[src/rtl/io_display_bank_if.sv]
// io_display_bank_if -- processor bus between the CPU and the I/O display bank.
//   wren  : write strobe (master -> slave)
//   addr  : ADDR_W address (master -> slave)
//   wdata : DATA_W write data (master -> slave)
//   rdata : DATA_W read data, one cycle after addr (slave -> master)
interface io_display_bank_if #(
   parameter int ADDR_W = 12,
   parameter int DATA_W = 16
);
   logic              wren;
   logic [ADDR_W-1:0] addr;
   logic [DATA_W-1:0] wdata;
   logic [DATA_W-1:0] rdata;

   modport master (output wren, output addr, output wdata, input rdata);
   modport slave  (input wren, input addr, input wdata, output rdata);
endinterface

[src/rtl/io_display_bank.sv]
// io_display_bank -- memory-mapped display/switch peripheral.
//   NUM_CH writable display registers at IO_BASE..IO_BASE+NUM_CH-1, a
//   two-flop synchronised switch register at IO_BASE+NUM_CH (read-only),
//   registered read data (1-cycle latency), and active-low 7-segment
//   drive of the register chosen by a manual select or an auto-scan timer.
// Ports:
//   clock, reset      : rising-edge clock, async active-low reset
//   bus (slave)       : wren/addr/wdata in, rdata out
//   inp               : raw asynchronous switch inputs
//   mode              : 0 manual select, 1 auto-scan
//   sel_manual        : channel used in manual mode (clamped to NUM_CH-1)
//   ch_now            : channel currently displayed
//   seg               : NUM_DIG digits, {dp,g,f,e,d,c,b,a}, active-low
// Optional: define IO_DISPLAY_LZ_BLANK_EN for leading-zero blanking.
module io_display_bank #(
   parameter int              DATA_W   = 16,
   parameter int              NUM_CH   = 4,
   parameter int              ADDR_W   = 12,
   parameter logic [ADDR_W-1:0] IO_BASE = 12'hFF0,
   parameter int              SCAN_DIV = 50000000
) (
   input  logic                clock,
   input  logic                reset,
   io_display_bank_if.slave    bus,
   input  logic [DATA_W-1:0]   inp,
   input  logic                mode,
   input  logic [3:0]          sel_manual,
   output logic [3:0]          ch_now,
   output logic [DATA_W*2-1:0] seg
);
   localparam int NUM_DIG = DATA_W / 4;
   localparam int IDX_W   = $clog2(NUM_CH);
   localparam int CNT_W   = $clog2(SCAN_DIV);
   localparam logic [ADDR_W-1:0] CH_A      = ADDR_W'(NUM_CH);
   localparam logic [4:0]        CH_5      = 5'(NUM_CH);
   localparam logic [3:0]        CH_LAST   = 4'(NUM_CH - 1);
   localparam logic [CNT_W-1:0]  SCAN_LAST = CNT_W'(SCAN_DIV - 1);

   function automatic logic [7:0] hex7(input logic [3:0] n);
      case (n)
         4'h0: hex7 = 8'hC0;  4'h1: hex7 = 8'hF9;  4'h2: hex7 = 8'hA4;  4'h3: hex7 = 8'hB0;
         4'h4: hex7 = 8'h99;  4'h5: hex7 = 8'h92;  4'h6: hex7 = 8'h82;  4'h7: hex7 = 8'hF8;
         4'h8: hex7 = 8'h80;  4'h9: hex7 = 8'h90;  4'hA: hex7 = 8'h88;  4'hB: hex7 = 8'h83;
         4'hC: hex7 = 8'hC6;  4'hD: hex7 = 8'hA1;  4'hE: hex7 = 8'h86;  default: hex7 = 8'h8E;
      endcase
   endfunction

   logic [NUM_CH-1:0][DATA_W-1:0] regs_q;
   logic [DATA_W-1:0]             sync1_q, sync2_q, rdata_q, rdata_d;
   logic [3:0]                    ch_q, ch_d;
   logic [CNT_W-1:0]              cnt_q, cnt_d;
   logic [NUM_DIG-1:0][7:0]       seg_q, seg_d;

   // Address decode; the explicit lower-bound check keeps addresses below
   // IO_BASE from aliasing into the window through subtraction wrap.
   logic [ADDR_W-1:0] k;
   logic              in_win, hit_reg, hit_inp;
   logic [IDX_W-1:0]  idx;
   logic [DATA_W-1:0] cur;

   assign k       = bus.addr - IO_BASE;
   assign in_win  = (bus.addr >= IO_BASE);
   assign hit_reg = in_win && (k < CH_A);
   assign hit_inp = in_win && (k == CH_A);
   assign idx     = k[IDX_W-1:0];
   assign cur     = regs_q[ch_q[IDX_W-1:0]];

   always_comb begin
      rdata_d = '0;
      if (hit_reg)      rdata_d = regs_q[idx];
      else if (hit_inp) rdata_d = sync2_q;
   end

   // Channel select: manual clamps to the last channel; auto steps once per
   // SCAN_DIV cycles. The counter idles at 0 in manual so entering auto
   // starts a full period from the current channel.
   always_comb begin
      ch_d  = ch_q;
      cnt_d = '0;
      if (!mode) begin
         ch_d = ({1'b0, sel_manual} >= CH_5) ? CH_LAST : sel_manual;
      end else if (cnt_q == SCAN_LAST) begin
         ch_d = (ch_q == CH_LAST) ? 4'd0 : ch_q + 4'd1;
      end else begin
         cnt_d = cnt_q + 1'b1;
      end
   end

   always_comb begin
`ifdef IO_DISPLAY_LZ_BLANK_EN
      logic lead;
      lead  = 1'b1;
`endif
      seg_d = '0;
      for (int d = NUM_DIG - 1; d >= 0; d--) begin
         seg_d[d] = hex7(cur[4*d +: 4]);
`ifdef IO_DISPLAY_LZ_BLANK_EN
         // Blank while still in the leading-zero run; digit 0 always shows.
         if (d != 0 && lead && cur[4*d +: 4] == 4'h0) seg_d[d] = 8'hFF;
         else lead = 1'b0;
`endif
      end
   end

   always_ff @(posedge clock or negedge reset) begin
      if (!reset) begin
         regs_q  <= '0;
         sync1_q <= '0;
         sync2_q <= '0;
         rdata_q <= '0;
         ch_q    <= '0;
         cnt_q   <= '0;
         seg_q   <= {NUM_DIG{8'hC0}};
      end else begin
         if (bus.wren && hit_reg) regs_q[idx] <= bus.wdata;
         sync1_q <= inp;
         sync2_q <= sync1_q;
         rdata_q <= rdata_d;
         ch_q    <= ch_d;
         cnt_q   <= cnt_d;
         seg_q   <= seg_d;
      end
   end

   assign bus.rdata = rdata_q;
   assign ch_now    = ch_q;
   assign seg       = seg_q;
endmodule

[src/flat_wrapper.sv]
// flat-port wrapper written by rule: the top's interface ports become plain ports
module io_display_bank_flat 
#(
   parameter int              DATA_W   = 16,
   parameter int              NUM_CH   = 4,
   parameter int              ADDR_W   = 12,
   parameter logic [ADDR_W-1:0] IO_BASE = 12'hFF0,
   parameter int              SCAN_DIV = 50000000
)
  (clock, reset, inp, mode, sel_manual, ch_now, seg, bus_wren, bus_addr, bus_wdata, bus_rdata);
  io_display_bank_if #(.ADDR_W(ADDR_W), .DATA_W(DATA_W)) bus_i ();
  input  logic clock;
  input  logic reset;
  input  logic [DATA_W-1:0] inp;
  input  logic mode;
  input  logic [3:0] sel_manual;
  output logic [3:0] ch_now;
  output logic [DATA_W*2-1:0] seg;
  input wire logic [$bits(bus_i.wren)-1:0] bus_wren;
  input wire logic [$bits(bus_i.addr)-1:0] bus_addr;
  input wire logic [$bits(bus_i.wdata)-1:0] bus_wdata;
  output wire logic [$bits(bus_i.rdata)-1:0] bus_rdata;
  assign bus_i.wren = bus_wren;
  assign bus_i.addr = bus_addr;
  assign bus_i.wdata = bus_wdata;
  assign bus_rdata = bus_i.rdata;
  io_display_bank #(.DATA_W(DATA_W), .NUM_CH(NUM_CH), .ADDR_W(ADDR_W), .IO_BASE(IO_BASE), .SCAN_DIV(SCAN_DIV)) u_core (.clock(clock), .reset(reset), .bus(bus_i), .inp(inp), .mode(mode), .sel_manual(sel_manual), .ch_now(ch_now), .seg(seg));
endmodule
[config.mk]
export PLATFORM = sky130hd
export DESIGN_NAME = io_display_bank_flat
export DESIGN_NICKNAME = d
export VERILOG_FILES = /design/src/rtl/io_display_bank_if.sv /design/src/rtl/io_display_bank.sv /design/src/flat_wrapper.sv
export SDC_FILE = /design/constraint.sdc
export NUM_CORES = 1
export LEC_CHECK = 0
export CAP_MARGIN = 5
export CORE_MARGIN = 2
export CORE_UTILIZATION = 50
export CTS_CLUSTER_SIZE = 16
export DETAILED_ROUTE_END_ITERATION = 8
export PLACE_DENSITY = 0.73
export SLEW_MARGIN = 30
export SYNTH_ARGS = -nofsm -noshare
export SYNTH_HDL_FRONTEND = slang
export SYNTH_SLANG_ARGS = --single-unit
[constraint.sdc]
create_clock -name clock -period 2.9 [get_ports clock]
set_input_delay 0.725 -clock clock [delete_from_list [all_inputs] [get_ports clock]]
set_output_delay 0.725 -clock clock [all_outputs]
set_load 0.05 [all_outputs]
## Yosys cells after proc, flatten, opt, wreduce, memory -nomap -nowiden

Memories as Yosys holds them, arrays and structs flattened. A register that Yosys moved wholly into a read port is not among the register bits.
Cells that the tools add are included.
W data, S select, Z words.

- Register bits after elaboration: 174
- Bits in read-only memories: 448
- Input bits: 52
- Output and inout bits: 52
- Logic and storage cells: 53
- Memories: 4

- Add/subtract/negate cells: 3
- Magnitude comparators: 6
- Equal/unequal tests: 4
- Multiplexer cells: 15
- Reductions and logical operators: 8

Memories:

| memory | words | bits a word | read ports | clocked after memory_dff | wr ports | RTL line | RTL |
|---|---|---|---|---|---|---|---|
| (name not given) | 16 | 7 | 1 | 1 | 0 | io_display_bank.sv:40 | `case (n)` |
| (name not given) | 16 | 7 | 1 | 1 | 0 | io_display_bank.sv:40 |  |
| (name not given) | 16 | 7 | 1 | 1 | 0 | io_display_bank.sv:40 |  |
| (name not given) | 16 | 7 | 1 | 1 | 0 | io_display_bank.sv:40 |  |

Operators with widths:

| cell | count |
|---|---|
| $mux W16 | 5 |
| $bmux W16 S2 | 2 |
| $bwmux W64 | 1 |
| $mux W26 | 2 |
| $demux W16 S2 | 1 |
| $add A26 B1 Y26 const B | 1 |
| $eq A26 B26 Y1 const B | 1 |
| $mux W4 | 4 |
| $eq A12 B3 Y1 const B | 1 |
| $ge A12 B12 Y1 const B | 1 |
| $lt A12 B3 Y1 const B | 1 |
| $sub A12 B12 Y12 const B | 1 |
| $lt A2 B3 Y1 const B | 2 |
| $add A4 B1 Y4 const B | 1 |
| $eq A4 B2 Y1 const B | 1 |
| $ge A4 B3 Y1 const B | 1 |
| $logic_and A1 B1 Y1 | 4 |
| $logic_not A1 Y1 | 4 |
| $ge A2 B1 Y1 const B | 1 |
| $ne A2 B1 Y1 const B | 1 |

## Depth between registers and ports, before layout

Gate-level depths: netlist of the first run.

- Word-level depth: 6
- Gate-level depth with buffers: 8
- Gate-level depth less buffers: 6

## Least setup slack after synthesis of the first run

Ideal clock, no wire load.

- Path type: reg2reg
- Start point: register u_core.ch_q[0], in the netlist u_core.ch_now[0]
- End point: register u_core.seg_q, in the netlist u_core.seg[17]
- Library setup time: 0.121 ns
- Arrival time: 2.174 ns
- Data required time: 2.779 ns
- Slack: 0.605 ns
- Stages on the path, launching flop included: 7
- Buffers on the path: 2
- Period minus slack after synthesis: 2.295 ns
- Cell sequence: dfrtp_1 -> buf_6 -> buf_6 -> mux4_2 -> inv_1 -> ha_1 -> a22o_1

- Cells in the longest elaborated chain, start to end: 2

RTL lines:

| what | RTL line | RTL |
|---|---|---|
| from (decl) | io_display_bank.sv:50 | `logic [3:0] ch_q, ch_d;` |
| from (signal assigned) | io_display_bank.sv:119 | `ch_q <= ch_d;` |
| $bmux W16 S2 | io_display_bank.sv:66 | `assign cur = regs_q[ch_q[IDX_W-1:0]];` |
| $mux W16 (not written as such) | io_display_bank.sv:66 |  |
| to (decl) | io_display_bank.sv:52 | `logic [NUM_DIG-1:0][7:0] seg_q, seg_d;` |

No other way between the ends. The select of a mux whose other input is x is not followed.
A chain may end at the register's enable or synchronous reset.

## Worst setup path in the final report of the first run

- Start point: register u_core.ch_q[1], in the netlist u_core.ch_now[1]
- End point: output ch_now[1]

RTL lines:

| what | RTL line | RTL |
|---|---|---|
| to (decl) | flat_wrapper.sv:17 | `output logic [3:0] ch_now;` |

No word-level cell between the ends.

==> impl_results.md, run 1 <==
- Status: finished clean
- Port Buffers: 99
- Reg-to-Reg End: u_core.cnt_q[3]
- Placed insts: 890
- Total CTS buffers: 17
- Top FF cell, synth: dfrtp_1
- Die Area: 0.0169 mm^2
- Synth area leader: dfrtp_1
- Area Growth Syn to Fin: 23.1%
- GRT overflow: 0
- Multi-input logic area: 0.00346 mm^2
- Slew headroom: 47.0%
- EDFF count, synth: 0
- Worst Reg2Reg Path Length in Cells: 5
- Clock sinks: 170
- Hold buffer count at CTS: 0
- Clock Skew: 0.00967 ns
- Max Buffers Root-to-Sink: 2
- Fillers: 1,222
- Setup ws final: 0.424 ns
- N_diodes: 0
- H-tree depth: 4
- Max cap viols: 0
- Critical path arrival: 1.75 ns
- VDD IR max: 0.449 mV
- Routed vias: 5,293
- Hold violation count in the final report: 0
- Distinct cells, synth: 51
- Routed Antenna Nets: 0
- CTS root buf: clkbuf_16
- Syn Area/Cell: 13.5 um^2
- Crit-path slowest cell: dfrtp_1
- Leading cell type in the layout, fill and taps excluded: dfrtp_1
- Yosys reg bits: 170
- Async SR Flop Fraction: 100%
- Post-CTS Setup Bufs: 0
- Top Ports: 104
- Most common cell on crit path: buf_4
- TritonRoute pass-1 iters: 4
- Netlist Area Pre-Place: 0.00795 mm^2
- Register Area: 0.00426 mm^2
- Synth warnings: 0
- Final std cells w/o fill: 922
- Clock-pin slew on the worst setup and hold paths: 0.07 ns
- Share of cells above drive strength 1: 22.0%
- Largest net degree at the start of global routing: 60
- Final Critical Period: 2.48 ns
- Data required, critical path: 2.17 ns
- RSZ-0062 raised after global routing: no
- Final nets: 771
- GP Congestion: 0.816
- Pre-CTS WS: 0.0629 ns
- PostCTS Resize Cnt: 0
- Worst hold-check path type: input port to async pin
- WL per Instance: 18.2 um
- Reg2reg start: u_core.cnt_q[2]
- FF-to-FF setup slack: 0.53 ns
- Worst-margin pin slew: 0.795 ns
- F_max: 404 MHz
- WS Path Type: flip-flop to output pin
- Initial Util: 50.6%
- Worst path cell trace: buf_4, buf_4
- DRC: 0
- Syn Inst Count: 587
- Most frequent cells in the layout: dfrtp_1, clkdlybuf4s50_1, mux2_2, mux4_2, nand2_1
- Post-synth top area share: 52.3%
- Number of global-route vias before repair: 5,435
- TritonCTS clock tree: yes
- Die W: 130 um
- CP Capture Type: output pin
- Worst-path fanout max: 16
- PD cells: 498 mW/mm^2
- Setup TNS: 0 ns
- Post-synthesis sequential area ratio: 53.6%
- Die height: 130 um
- Core Region: 0.0157 mm^2
- GRT Overall Usage: 21.4%
- Clock Latency Late Sink: 0.43 ns
- Leakage Power: 4.33 nW
- First-pass GRT wire length: 27,600 um
- Max incr delay on CP: 0.86 ns
- Tcrit/Tclk final: 85.4%
- Initial DRC count: 276
- Initial antenna violation count: 0
- Dpl hpwl: 11,800 um
- # setup viols final: 0
- DRT Wirelength: 16,800 um
- Vias/cell: 5.74
- Synth area leaders: dfrtp_1, mux4_2, mux2_2, ha_1, a22o_1
- Final slew viol count: 0
- Element type at the critical path start: flip-flop
- Row Count: 46
per-layer routing:
layer	global-route usage [%]	share of wire [%]	vias up
met3	5.95	4.6	28
met4	7.46	2.0	0
met1	26.3	41	2711
met5	0	0	-
li1	-	-	2389
met2	36.6	52	165
worst max-delay path by stage:
stage	from	end	slack [ns]	cells past startpoint
global route	u_core.cnt_q[2]	u_core.cnt_q[3]	0.31	5
detailed placement	bus_addr[10]	u_core.regs_q[29]	0.06	6
global placement	bus_addr[10]	u_core.regs_q[28]	0.09	6
floorplan	u_core.ch_now[0]	u_core.seg[17]	0.60	6
CTS	u_core.seg[6]	seg[6]	0.42	1
finish	u_core.ch_now[1]	ch_now[1]	0.42	2
flip-flops by register name, summed over array words and instances, names as in the netlist:
signal,flops
u_core.regs_q,64
u_core.cnt_q,26
u_core.ch_now,4
u_core.seg,28
u_core.bus.rdata,16
u_core.sync1_q,16
u_core.sync2_q,16
area by class of cell:
class	instances	area share, %
sequential	170	43.5
multi-input combinational	370	35.3
timing repair buffer	116	11.9
clock buffer	21	4.71
tap	216	2.76
clock inverter	11	1.13
inverter	18	0.691
cell usage after synthesis, types with 4 or more instances:
cell and instances:
nor4_1 4, nand2_1 27, nor2b_1 9, mux4_2 32
a22oi_1 4, dfstp_2 4, and4_1 6, o21ai_0 11
ha_1 26, nand2b_1 4, a22o_1 20, buf_4 6
xnor2_1 6, dfrtp_1 166, clkbuf_1 8, o31ai_1 14
nor3_1 4, o21ai_1 5, or4_1 9, buf_2 11
o2bb2ai_1 4, nor2_1 18, xor2_1 6, o21a_1 12
buf_6 5, mux2_1 14, mux2_2 58, nand3_1 13
and2_1 9, a21oi_1 14, inv_1 18, nand4_1 11
per-stage QoR:
step	util (%)	instance area, um^2	total power [mW]	hold WS (ns)
detailed placement	58.6	9210	2.75	0.336
global route	62.3	9780	5.06	0.288
floorplan	-	7960	2.58	0.331
CTS	62.3	9780	4.94	0.262
global placement	58.6	9210	2.75	0.334
finish	62.3	9780	4.88	0.260
cells by family after synthesis:
logic type               Yosys count  synth area share (%)
AND/OR/NAND/NOR                  132                  10.1
XOR/XNOR                          12                  1.32
buffers and inverters             50                  3.29
other                              1                0.0472
AO/OA/AOI/OAI                     91                  8.12
flip-flops                       170                  53.6
multiplexers                     105                  19.4
adder cells (fa/ha/maj)           26                  4.09
critical path, delay by kind of cell (launching register included):
kind	cells	cell delay (ns)
buf+inv	2	0.46
flops	1	0.86
power by group:
part | leakage, nW | switching, mW | internal [mW]
Combinational | 1.78 | 0.153 | 0.122
Clock | 0.271 | 0.934 | 1.24
Sequential | 2.28 | 0.0224 | 2.41
Total | 4.33 | 1.11 | 3.77
(Power assumes the default switching activity.)
==> run 2: changes to the inputs <==
- CORE_ASPECT_RATIO: not set -> 1.1
- REMOVE_ABC_BUFFERS: not set -> 1
==> run 2 against run 1 <==
- global-route usage fell by 0.54 points
- non-clock buffer count rose by 2
- total power rose by 1.0%
- die area barely moved
- utilization rose by 0.54 points
- combinational power rose by 2%
- clock power rose by 2%
==> impl_results.md, run 2 (synthesized netlist as in run 1, its figures left out) <==
- Total power: 4.93 mW (was 4.88 mW)
- WS Path Type: flip-flop to output pin (unchanged)
- Final slew viol count: 0 (unchanged)
- CP Capture Type: output pin (unchanged)
- Die height: 136 um (was 130 um)
- WL per Instance: 18.4 um (was 18.2 um)
- Crit-path slowest cell: clkdlybuf4s50_1 (was dfrtp_1)
- Final nets: 773 (was 771)
- Total CTS buffers: 17 (unchanged)
- Largest register FFs: 64 (unchanged)
- VDD IR max: 0.439 mV (was 0.449 mV)
- Vias/cell: 5.76 (was 5.74)
- Die W: 124 um (was 130 um)
- Hold violation count in the final report: 0 (unchanged)
- Routed vias: 5,224 (was 5,293)
- Worst-path fanout max: 1 (was 16)
- Routed Antenna Nets: 0 (unchanged)
- DRT Wirelength: 16,700 um (was 16,800 um)
- Critical path arrival: 1.74 ns (was 1.75 ns)
- Final Critical Period: 2.46 ns (was 2.48 ns)
- Area Growth Syn to Fin: 23.4% (was 23.1%)
- Most frequent cells in the layout: dfrtp_1, clkdlybuf4s50_1, mux2_2, mux4_2, nand2_1 (unchanged)
- Number of global-route vias before repair: 5,474 (was 5,435)
- Leakage Power: 4.36 nW (was 4.33 nW)
- Max Buffers Root-to-Sink: 2 (unchanged)
- PostCTS Resize Cnt: 0 (unchanged)
- GRT overflow: 0 (unchanged)
- Top Ports: 104 (unchanged)
- Post-CTS Setup Bufs: 0 (unchanged)
- Setup ws final: 0.439 ns (was 0.424 ns)
- N_diodes: 0 (unchanged)
- Clock sinks: 170 (unchanged)
- Clock Latency Late Sink: 0.43 ns (about the same)
- Pre-CTS WS: 0.00844 ns (was 0.0629 ns)
- Tcrit/Tclk final: 84.9% (was 85.4%)
- # setup viols final: 0 (unchanged)
- Clock-pin slew on the worst setup and hold paths: 0.06 ns (was 0.07 ns)
- TritonCTS clock tree: yes (unchanged)
- Share of cells above drive strength 1: 21.8% (was 22.0%)
- Port Buffers: 99 (unchanged)
- Initial Util: 50.9% (was 50.6%)
- Status: finished clean (unchanged)
- Worst hold-check path type: input port to async pin (unchanged)
- Largest net degree at the start of global routing: 80 (was 60)
- CTS root buf: clkbuf_16 (unchanged)
- Core Region: 0.0156 mm^2 (was 0.0157 mm^2)
- Initial DRC count: 249 (was 276)
- Max incr delay on CP: 0.80 ns (was 0.86 ns)
- Die Area: 0.0169 mm^2 (about the same)
- Worst path bufs/invs: 1 (was 2)
- GRT Overall Usage: 20.8% (was 21.4%)
- RSZ-0062 raised after global routing: no (unchanged)
- Crit path max-delay family: buffers and inverters (was flip-flops)
- Leading cell type in the layout, fill and taps excluded: dfrtp_1 (unchanged)
- Max cap viols: 0 (unchanged)
- GP Congestion: 0.888 (was 0.816)
- Initial antenna violation count: 0 (unchanged)
- Row Count: 48 (was 46)
- PD cells: 502 mW/mm^2 (was 498 mW/mm^2)
- F_max: 406 MHz (was 404 MHz)
- TritonRoute pass-1 iters: 5 (was 4)
- First-pass GRT wire length: 27,900 um (was 27,600 um)
- Data required, critical path: 2.17 ns (about the same)
- Clock Skew: 0.0101 ns (was 0.00967 ns)
- Slew headroom: 41.0% (was 47.0%)
- Worst path cell trace: clkdlybuf4s50_1 (was buf_4, buf_4)
- H-tree depth: 4 (unchanged)
- Hold buffer count at CTS: 0 (unchanged)
- Setup TNS: 0 ns (unchanged)
- DRC: 0 (unchanged)
- Dpl hpwl: 11,600 um (was 11,800 um)
- Worst-margin pin slew: 0.879 ns (was 0.795 ns)
- Largest Register: u_core.regs_q (unchanged)
- Hold slack: 0.342 ns (was 0.260 ns)
- Element type at the critical path start: flip-flop (unchanged)
## run 2: changes by cell type in the layout (fill, tap and decap cells not counted), moves of 2 or more
cell and delta:
clkinv_2 +2, clkbuf_8 +2, clkinv_4 -2, inv_6 -4
## run 2: worst paths after layout
kind / from / to / slack, ns / depth (start not counted)
min: reset / u_core.sync2_q[12] / 0.34 / 1
min reg2reg: u_core.sync1_q[10] / u_core.sync2_q[10] / 0.35 / 0
max reg2reg: u_core.ch_now[0] / u_core.seg[27] / 0.55 / 7
min in group clock: u_core.sync1_q[10] / u_core.sync2_q[10] / 0.35 / 0
max in group asynchronous: reset / u_core.seg[6] / 1.83 / 2
max: u_core.seg[22] / seg[22] / 0.44 / 1
## run 2: cell type report
| class | instances | area (um^2) |
|---|---|---|
| clock buffers | 24 | 492 |
| multi-input cells | 370 | 3460 |
| clock inverters | 7 | 90.1 |
| well taps | 200 | 250 |
| inverters | 18 | 67.6 |
| flip-flops and latches | 170 | 4260 |
| repair buffers | 118 | 1190 |
| fillers | 1202 | 5810 |
## run 2: power breakdown
part           switching, mW  total [mW]  leakage, nW  internal [mW]
logic                  0.157       0.281         1.80          0.124
clock network          0.867        2.22        0.282           1.35
registers             0.0196        2.43         2.28           2.41
## run 2: metal layers
| layer | wire length (um) | global-route usage (%) |
|---|---|---|
| met2 | 8780 | 36.2 |
| met3 | 683 | 4.80 |
| met5 | 0 | 0 |
| met4 | 313 | 7.37 |
| met1 | 6940 | 25.9 |
## run 2: per-stage QoR
| step | utilization, % | instances | cell area [um^2] |
|---|---|---|---|
| after global routing | 62.8 | 907 | 9810 |
| after global placement | 59.1 | 876 | 9230 |
| after detailed placement | 59.1 | 876 | 9230 |
| final | 62.8 | 907 | 9810 |
| after CTS | 62.8 | 907 | 9810 |
| after floorplan | - | 558 | 7760 |
